`src/rtl/table_sequencer_if.sv`:
```
`default_nettype none
// ============================================================================
//  Module   : table_sequencer_if
//  Purpose  : Job, pass-handshake and table-reader signals between the
//             dispatch control FSM, the table sequencer and the table reader.
//  Revision : 1.0 - initial release
// ============================================================================
interface table_sequencer_if;
  // Job descriptor handshake
  logic        job_valid;
  logic        job_ready;
  logic [15:0] job_passes;
  logic        job_reset;
  // Control from dispatch
  logic        abort_req;
  logic        pass_ready;
  // Table reader link
  logic        table_idle;
  logic [1:0]  table_cmd;
  // Status back to dispatch
  logic        pass_start;
  logic        pass_done;
  logic [15:0] pass_count;
  logic        busy;
  logic        done;
  logic        done_aborted;
  logic        done_error;

  // Sequencer side
  modport slave (
    input  job_valid, job_passes, job_reset, abort_req, pass_ready, table_idle,
    output job_ready, table_cmd, pass_start, pass_done, pass_count, busy,
           done, done_aborted, done_error
  );

  // Dispatch / reader side
  modport master (
    output job_valid, job_passes, job_reset, abort_req, pass_ready, table_idle,
    input  job_ready, table_cmd, pass_start, pass_done, pass_count, busy,
           done, done_aborted, done_error
  );
endinterface
`default_nettype wire

```
`src/rtl/table_sequencer.sv`:
```
`default_nettype none
// ============================================================================
//  Module   : table_sequencer
//  Purpose  : Runs a multi-pass job on the streaming table reader: optional
//             pointer rewind, one START per pass, idle tracking to delimit
//             passes, abort and start-timeout handling, completion reporting.
//  Revision : 1.0 - initial release
// ============================================================================
module table_sequencer #(
  parameter int n_words       = 40,
  parameter int start_timeout = 4
) (
  input  logic              clk,
  input  logic              ctrl_reset,
  table_sequencer_if.slave  bus
);

  // Reader words per pass and the start-timeout window must leave room for
  // the reader's two-cycle START-to-busy latency.
  generate
    if (n_words < 2 || start_timeout < 3) begin : g_param_check
      $error("table_sequencer: requires n_words >= 2 and start_timeout >= 3");
    end
  endgenerate

  localparam logic [2:0] S_IDLE    = 3'd0;
  localparam logic [2:0] S_RESET   = 3'd1;
  localparam logic [2:0] S_WAITRDY = 3'd2;
  localparam logic [2:0] S_START   = 3'd3;
  localparam logic [2:0] S_WAITLO  = 3'd4;
  localparam logic [2:0] S_STREAM  = 3'd5;
  localparam logic [2:0] S_ABORT   = 3'd6;
  localparam logic [2:0] S_DONE    = 3'd7;

  localparam logic [1:0] CMD_NONE  = 2'b00;
  localparam logic [1:0] CMD_START = 2'b01;
  localparam logic [1:0] CMD_RESET = 2'b10;
  localparam logic [1:0] CMD_ABORT = 2'b11;

  localparam int         TW        = $clog2(start_timeout + 1);
  localparam logic [TW-1:0] TO_LIMIT = TW'(start_timeout);

  logic [2:0]    state_q,       state_d;
  logic [15:0]   passes_left_q, passes_left_d;
  logic [15:0]   pass_count_q,  pass_count_d;
  logic          abort_q,       abort_d;
  logic          err_q,         err_d;
  logic [TW-1:0] to_cnt_q,      to_cnt_d;

  // Abort seen this cycle or earlier in the job.
  logic abort_any;
  assign abort_any = abort_q | bus.abort_req;

  // Next-state and job bookkeeping.
  always_comb begin
    state_d       = state_q;
    passes_left_d = passes_left_q;
    pass_count_d  = pass_count_q;
    abort_d       = abort_q;
    err_d         = err_q;
    to_cnt_d      = to_cnt_q;

    // Abort requests are only meaningful once a job is running.
    if (state_q != S_IDLE && bus.abort_req) begin
      abort_d = 1'b1;
    end

    case (state_q)
      S_IDLE: begin
        if (bus.job_valid) begin
          passes_left_d = bus.job_passes;
          pass_count_d  = '0;
          abort_d       = 1'b0;
          err_d         = 1'b0;
          // Skip the WAITRDY cycle when the first pass could start at once,
          // so the first START lands one cycle after accept.
          if (bus.job_reset) begin
            state_d = S_RESET;
          end else if (bus.job_passes != 16'd0 && bus.pass_ready) begin
            state_d = S_START;
          end else begin
            state_d = S_WAITRDY;
          end
        end
      end

      S_RESET: begin
        if (passes_left_q == 16'd0 || abort_q) begin
          state_d = S_DONE;
        end else if (bus.pass_ready) begin
          state_d = S_START;
        end else begin
          state_d = S_WAITRDY;
        end
      end

      S_WAITRDY: begin
        if (passes_left_q == 16'd0 || abort_q) begin
          state_d = S_DONE;
        end else if (bus.pass_ready) begin
          state_d = S_START;
        end
      end

      S_START: begin
        to_cnt_d = '0;
        state_d  = S_WAITLO;
      end

      S_WAITLO: begin
        if (!bus.table_idle) begin
          state_d = abort_q ? S_ABORT : S_STREAM;
        end else begin
          to_cnt_d = to_cnt_q + TW'(1);
          if (to_cnt_q + TW'(1) == TO_LIMIT) begin
            err_d   = 1'b1;
            state_d = S_DONE;
          end
        end
      end

      S_STREAM: begin
        // Abort takes priority over a pass finishing in the same cycle.
        if (abort_any) begin
          state_d = S_ABORT;
        end else if (bus.table_idle) begin
          if (pass_count_q != 16'hFFFF) begin
            pass_count_d = pass_count_q + 16'd1;
          end
          if (passes_left_q != 16'd0) begin
            passes_left_d = passes_left_q - 16'd1;
          end
          state_d = S_WAITRDY;
        end
      end

      S_ABORT: begin
        if (bus.table_idle) begin
          state_d = S_DONE;
        end
      end

      S_DONE: begin
        state_d = S_IDLE;
      end

      default: begin
        state_d = S_IDLE;
      end
    endcase
  end

  // State and job registers with synchronous reset.
  always_ff @(posedge clk) begin
    if (ctrl_reset) begin
      state_q       <= S_IDLE;
      passes_left_q <= '0;
      pass_count_q  <= '0;
      abort_q       <= 1'b0;
      err_q         <= 1'b0;
      to_cnt_q      <= '0;
    end else begin
      state_q       <= state_d;
      passes_left_q <= passes_left_d;
      pass_count_q  <= pass_count_d;
      abort_q       <= abort_d;
      err_q         <= err_d;
      to_cnt_q      <= to_cnt_d;
    end
  end

  // Reader command is a pure decode of the state register.
  always_comb begin
    case (state_q)
      S_RESET: bus.table_cmd = CMD_RESET;
      S_START: bus.table_cmd = CMD_START;
      S_ABORT: bus.table_cmd = CMD_ABORT;
      default: bus.table_cmd = CMD_NONE;
    endcase
  end

  assign bus.job_ready    = (state_q == S_IDLE);
  assign bus.busy         = (state_q != S_IDLE);
  assign bus.pass_start   = (state_q == S_START);
  assign bus.pass_done    = (state_q == S_STREAM) && bus.table_idle && !abort_any;
  assign bus.pass_count   = pass_count_q;
  assign bus.done         = (state_q == S_DONE);
  assign bus.done_aborted = (state_q == S_DONE) && abort_q;
  assign bus.done_error   = (state_q == S_DONE) && err_q;

endmodule
`default_nettype wire

```
`src/flat_wrapper.sv`:
```
// flat-port wrapper written by rule: the top's interface ports become plain ports
module table_sequencer_flat 
#(
  parameter int n_words       = 40,
  parameter int start_timeout = 4
)
  (clk, ctrl_reset, bus_job_valid, bus_job_passes, bus_job_reset, bus_abort_req, bus_pass_ready, bus_table_idle, bus_job_ready, bus_table_cmd, bus_pass_start, bus_pass_done, bus_pass_count, bus_busy, bus_done, bus_done_aborted, bus_done_error);
  table_sequencer_if bus_i ();
  input  logic clk;
  input  logic ctrl_reset;
  input wire logic [$bits(bus_i.job_valid)-1:0] bus_job_valid;
  input wire logic [$bits(bus_i.job_passes)-1:0] bus_job_passes;
  input wire logic [$bits(bus_i.job_reset)-1:0] bus_job_reset;
  input wire logic [$bits(bus_i.abort_req)-1:0] bus_abort_req;
  input wire logic [$bits(bus_i.pass_ready)-1:0] bus_pass_ready;
  input wire logic [$bits(bus_i.table_idle)-1:0] bus_table_idle;
  output wire logic [$bits(bus_i.job_ready)-1:0] bus_job_ready;
  output wire logic [$bits(bus_i.table_cmd)-1:0] bus_table_cmd;
  output wire logic [$bits(bus_i.pass_start)-1:0] bus_pass_start;
  output wire logic [$bits(bus_i.pass_done)-1:0] bus_pass_done;
  output wire logic [$bits(bus_i.pass_count)-1:0] bus_pass_count;
  output wire logic [$bits(bus_i.busy)-1:0] bus_busy;
  output wire logic [$bits(bus_i.done)-1:0] bus_done;
  output wire logic [$bits(bus_i.done_aborted)-1:0] bus_done_aborted;
  output wire logic [$bits(bus_i.done_error)-1:0] bus_done_error;
  assign bus_i.job_valid = bus_job_valid;
  assign bus_i.job_passes = bus_job_passes;
  assign bus_i.job_reset = bus_job_reset;
  assign bus_i.abort_req = bus_abort_req;
  assign bus_i.pass_ready = bus_pass_ready;
  assign bus_i.table_idle = bus_table_idle;
  assign bus_job_ready = bus_i.job_ready;
  assign bus_table_cmd = bus_i.table_cmd;
  assign bus_pass_start = bus_i.pass_start;
  assign bus_pass_done = bus_i.pass_done;
  assign bus_pass_count = bus_i.pass_count;
  assign bus_busy = bus_i.busy;
  assign bus_done = bus_i.done;
  assign bus_done_aborted = bus_i.done_aborted;
  assign bus_done_error = bus_i.done_error;
  table_sequencer #(.n_words(n_words), .start_timeout(start_timeout)) u_core (.clk(clk), .ctrl_reset(ctrl_reset), .bus(bus_i));
endmodule
```
`config.mk`:
```
export PLATFORM = sky130hd
export DESIGN_NAME = table_sequencer_flat
export DESIGN_NICKNAME = d
export VERILOG_FILES = /design/src/rtl/table_sequencer_if.sv /design/src/rtl/table_sequencer.sv /design/src/flat_wrapper.sv
export SDC_FILE = /design/constraint.sdc
export NUM_CORES = 1
export LEC_CHECK = 0
export CORE_MARGIN = 8
export CORE_UTILIZATION = 28
export CTS_BUF_LIST = sky130_fd_sc_hd__clkbuf_16
export DETAILED_ROUTE_END_ITERATION = 6
export PLACE_DENSITY_LB_ADDON = 0.12
export SLEW_MARGIN = 25
export SYNTH_ARGS = -nofsm -noshare
export SYNTH_HDL_FRONTEND = slang
export SYNTH_SLANG_ARGS = --single-unit
```
`constraint.sdc`:
```
create_clock -name clk -period 5.38 [get_ports clk]
set_input_delay 0.538 -clock clk [delete_from_list [all_inputs] [get_ports clk]]
set_output_delay 0.538 -clock clk [all_outputs]
set_load 0.01 [all_outputs]
```
==> results.yml, run 1 <==
run_status:
  status: "finished clean"
setup_path:
  crit_start: "bus_table_idle"
  cp-start-kind: "input pin"
  crit_path_frequent_cell: "clkdlybuf4s50_1"
  worstReg2RegStart: "u_core.state_q[2]"
  arrival_ps: 2550
  path_class: "in -> out"
  end_kind: "output port"
  path_cells: "clkdlybuf4s50_1 -> or3b_2 -> nor2_1 -> clkdlybuf4s50_1"
  critical_path_buf_inv_count: 2
  cpLargestDelayFamily: "buffers and inverters"
  slowest_stage: "clkdlybuf4s50_1"
  cp.required_ps: 4840
  critPathMaxFanout: 8
  slowest_delay_ps: 640
yosys:
  syn_avg_cell_area_um2: 7.71
  synth_cell_type_count: 59
  synth_cells: 327
  netlist_area_mm2: 0.00252
  synth_warnings: 0
  synthFlopType: "dfxtp_1"
  synth_nets: 354
  synth_edf_count: 0
  ys_seq_area_frac: 0.317
  ys_seq_elements: 40
  synthArstFlopShare: 0
global_route:
  antenna_found_initial: 0
  grt_pass1_vias: 2486
  grt_pass1_wl_um: 12700
  grt_usage: 0.120
  grt.overflow.total: 0
  grt_max_degree: 34
sta:
  hold_viol_final: 0
  setup_viol: 0
  worstMarginPinSlew_ps: 918
  period_share: 0.574
  fmax_mhz: 324
  fin_skew_ps: 4.94
  fin_setup_tns_ps: 0
  rsz0062_at_grt: "false"
  whs_ps: 466
  min_period_ps: 3090
  slew_violations: 0
  slew_headroom: 0.385
placed_design:
  placed_cells: 464
  gp_congestion: 0.849
  portBuffers: 47
  hpwl_um: 5420
routing:
  drc_errors: 0
  vias_per_cell: 5.39
  ant_nets: 0
  first_iter_violations: 169
  vias: 2546
  drt_pass1_iterations: 4
  wl_per_cell_um: 15.6
  wirelength_um: 7380
clock_network:
  cts_tree: "done"
  cts_hold_buf: 0
  root_buffer: "clkbuf_16"
  clock_path_buffers: 2
  cts_setup_buffers: 0
  cts_max_level: 2
  insertion_delay_ps: 280
  numCtsBuffers: 5
  clkSinkCount: 40
  clk_pin_slew_ps: 60
  post_cts_resized: 0
layout:
  antenna_cells: 0
  final_cell_mix: "47 x clkdlybuf4s50_1, 40 x nor2_1, 40 x dfxtp_1"
  layout.cells.non_filler: 472
  final_layout_size_suffix_gt1_frac: 0.0632
  nNetsFinal: 390
  area_growth_pct: 27.5
  layout_commonest_cell: "clkdlybuf4s50_1"
power_and_ir_drop:
  powerDensity_mw_per_mm2: 408
  max-vdd-ir-drop_uv: 150
  power.total_mw: 1.31
  p_leak_nw: 1.07
die:
  coreArea_mm2: 0.00872
  start_util: 0.289
  die-width_um: 111
  dieArea_mm2: 0.0123
  io_pins: 48
  rows: 34
  die_h_um: 111
worst_hold_path:
  min_from: "u_core.err_q"
  min_path_type: "reg -> reg"
flow_run:
  cap_violations: 0
-- Yosys cell counts (5+ instances only) --
master,n,area share
or4_1,5,0.015
nand3_1,10,0.020
a21oi_1,28,0.056
nor4_1,10,0.025
xnor2_1,13,0.045
dfxtp_1,40,0.32
buf_2,5,0.0099
nand2_1,30,0.045
or3_1,7,0.017
o21ai_0,9,0.018
a31oi_1,8,0.020
o31ai_1,5,0.015
a22oi_1,5,0.015
nand2b_1,5,0.012
nor3_1,5,0.0099
clkbuf_1,14,0.021
a211oi_1,6,0.018
nor2_1,40,0.060
inv_1,10,0.015
-- registers in the layout, indices dropped and copies added (netlist names) --
signal	cells
u_core.err_q	1
u_core.abort_q	1
u_core.bus.pass_count	16
u_core.state_q	3
u_core.to_cnt_q	3
u_core.passes_left_q	16
-- per-layer routing --
| metal | up-vias | wire, um | GRT usage |
|---|---|---|---|
| li1 | 1290 | - | - |
| met1 | 1205 | 3500 | 0.153 |
| met4 | 0 | 72 | 0.0279 |
| met2 | 47 | 3450 | 0.197 |
| met5 | - | 0 | 0 |
| met3 | 4 | 352 | 0.0314 |
-- cell type report --
type	instances	area [um2]
tap	108	135
timing repair buffer	51	500
multi-input combinational	255	1580
clock buffer	5	125
inverter	10	37.5
fill	907	5500
sequential	40	801
clock inverter	3	37.5
-- kinds of logic (layout without fill, tap and decap cells) --
family | after synthesis | count (layout) | share of synthesized area
mux | 2 | 2 | 0.00843
simple gates | 147 | 147 | 0.313
buf+inv | 32 | 69 | 0.0560
flops | 40 | 40 | 0.317
fa+ha+maj | 4 | 4 | 0.0198
compound gates | 87 | 87 | 0.233
xor+xnor | 15 | 15 | 0.0521
-- final timing paths --
kind	to	slack [ps]	cells after the start
setup reg to reg	u_core.passes_left_q[1]	2460	6
hold reg to reg	u_core.err_q	470	2
hold / removal	u_core.err_q	470	2
setup / recovery	bus_pass_done	2290	4
-- metrics by stage --
stage	setup slack [ps]	util	instance area [um2]
CTS	2290	0.369	3220
global placement	2310	0.350	3050
detailed placement	2310	0.350	3050
global route	2210	0.369	3220
floorplan	3160	-	2520
finish	2290	0.369	3220
-- tightest hold or removal path, stage by stage (launching register included) --
cell and delay [ps]:
dfxtp_1 320, a21oi_1 40, nor2_1 70
-- power breakdown --
part / total (mW) / switching [mW] / internal (mW)
Sequential: 0.418 / 0.0788 / 0.339
Clock: 0.338 / 0.122 / 0.216
Combinational: 0.556 / 0.339 / 0.217
Total: 1.31 / 0.540 / 0.772
Power figures use the tool's default switching activity.
==> inputs of run 2 (changes only) <==
clock period = 2.9 ns   (was 5.38 ns; I/O delays follow)
==> run 2 against run 1 <==
Utilization is 0.70 points higher. Critical endpoint is now u_core.passes_left_q[6]. Global-route usage is 0.13 points higher. Die area stayed put. Register-to-register slack worse by 2200 ps. Count of clock-buffer cells in the layout stayed put. Critical path depth is 3 higher. Total power is 90% higher. Combinational power is 100% higher.
==> results.yml, run 2 (synthesis results as in run 1) <==
power_and_ir_drop:
  clkPwrFrac: 0.249
  combPwrFrac: 0.452
  p_sw_mw: 1.00
  sw_frac_of_total: 0.401
  internal-power_mw: 1.49
  p_leak_nw: 1.12
  p_seq_frac: 0.299
  powerDensity_mw_per_mm2: 761
  max-vdd-ir-drop_uv: 369
sta:
  period_share: 0.899
  fin_setup_tns_ps: 0
  fin_ws_ps: 293
  min_period_ps: 2610
  slew_headroom: 0.310
  hold_viol_final: 0
  slew_violations: 0
  fin_skew_ps: 4.64
  fmax_mhz: 384
  worstMarginPinSlew_ps: 1030
  setup_viol: 0
  rsz0062_at_grt: "false"
die:
  io_pins: 48
  rows: 34
  die-width_um: 111
  start_util: 0.289
  die_h_um: 111
  dieArea_mm2: 0.0123
  coreArea_mm2: 0.00872
routing:
  first_iter_violations: 209
  wirelength_um: 7560
  drt_pass1_iterations: 4
  vias_per_cell: 5.41
  drc_errors: 0
  vias: 2598
  ant_nets: 0
  wl_per_cell_um: 15.7
clock_network:
  cts_setup_buffers: 0
  post_cts_resized: 0
  insertion_delay_ps: 280
  root_buffer: "clkbuf_16"
  cts_max_level: 2
  cts_tree: "done"
  clk_pin_slew_ps: 60
  cts_hold_buf: 0
  clkSinkCount: 40
  numCtsBuffers: 5
  clock_path_buffers: 2
layout:
  layout.cells.non_filler: 480
  antenna_cells: 0
  fill_cells: 906
  final_cell_mix: "47 x clkdlybuf4s50_1, 40 x nor2_1, 40 x dfxtp_1"
  layout_commonest_cell: "clkdlybuf4s50_1"
  nNetsFinal: 398
  final_layout_size_suffix_gt1_frac: 0.0860
  area_growth_pct: 30.0
placed_design:
  dp_slack_ps: 313
  placed_cells: 472
  gp_congestion: 0.843
  portBuffers: 47
  hpwl_um: 5610
setup_path:
  r2r_end: "u_core.passes_left_q[6]"
  arrival_ps: 2820
  worstReg2RegStart: "u_core.passes_left_q[0]"
  cp.required_ps: 3110
  path_class: "reg -> reg"
  rrSetupSlack_ps: 290
  critPathMaxFanout: 14
  end_kind: "flip-flop"
  worstRegToRegCells: 7
  cp-start-kind: "flip-flop"
global_route:
  antenna_found_initial: 0
  grt.overflow.total: 0
  grt_pass1_vias: 2494
  grt_max_degree: 30
  grt_usage: 0.122
  grt_pass1_wl_um: 12900
worst_hold_path:
  min_from: "u_core.err_q"
  min_path_cells: 2
  min_path_type: "reg -> reg"
  hold_end: "u_core.err_q"
flow_run:
  cap_violations: 0
run_status:
  status: "finished clean"
[run 2: area by class of cell]
| type | count | area [um2] | share of cell area |
|---|---|---|---|
| sequential | 40 | 801 | 0.244 |
| clock inverter | 3 | 38.8 | 0.0118 |
| inverter | 10 | 37.5 | 0.0115 |
| timing repair buffer | 59 | 561 | 0.171 |
| tap | 108 | 135 | 0.0412 |
| multi-input combinational | 255 | 1580 | 0.482 |
| clock buffer | 5 | 125 | 0.0382 |
[run 2: how the worst max path moves through the flow]
stage / from / to / slack, ps / cells after the start
after floorplan: u_core.passes_left_q[0] / u_core.passes_left_q[9] / 740 / 9
after global placement: u_core.passes_left_q[0] / u_core.passes_left_q[7] / 360 / 7
after detailed placement: u_core.passes_left_q[0] / u_core.passes_left_q[7] / 310 / 7
after CTS: u_core.passes_left_q[0] / u_core.passes_left_q[7] / 280 / 7
after global routing: u_core.passes_left_q[0] / u_core.passes_left_q[6] / 70 / 7
final: u_core.passes_left_q[0] / u_core.passes_left_q[6] / 290 / 7
[run 2: through the flow]
stage / total power, mW / hold WS, ps / util / instance area [um2]
after floorplan: 1.52 / 429 / - / 2520
after global placement: 1.89 / 454 / 0.357 / 3110
after detailed placement: 1.88 / 467 / 0.357 / 3110
after CTS: 2.51 / 476 / 0.376 / 3280
after global routing: 2.67 / 489 / 0.376 / 3280
final: 2.49 / 477 / 0.376 / 3280
[run 2: routing by layer]
| layer | track usage | vias to the layer above | routed length [um] | part of all wire |
|---|---|---|---|---|
| li1 | - | 1301 | - | - |
| met1 | 0.159 | 1228 | 3600 | 0.48 |
| met2 | 0.198 | 67 | 3500 | 0.46 |
| met3 | 0.0287 | 2 | 422 | 0.056 |
| met4 | 0.0216 | 0 | 31 | 0.0041 |
| met5 | 0 | - | 0 | 0 |
[run 2: critical path, stage by stage (launching register included)]
cell     delay, ps
dfxtp_1        320
inv_1           70
ha_1           200
or3b_2         510
or3_1          460
o31ai_4        610
o21ai_0        190
a21oi_1        160
[run 2: power groups by stage]
| stage | Clock [mW] | Sequential, mW | Combinational, mW |
|---|---|---|---|
| floorplan | 0 | 0.697 | 0.827 |
| CTS | 0.640 | 0.743 | 1.13 |
| global route | 0.658 | 0.761 | 1.25 |
| global placement | 0 | 0.757 | 1.13 |
| detailed placement | 0 | 0.754 | 1.12 |
| finish | 0.620 | 0.746 | 1.13 |
==> inputs of run 3 (changes only) <==
SLEW_MARGIN = 10   (was 25)
==> results of run 3 <==
Same layout as run 2: the final DEF is identical, and so are final timing and power.
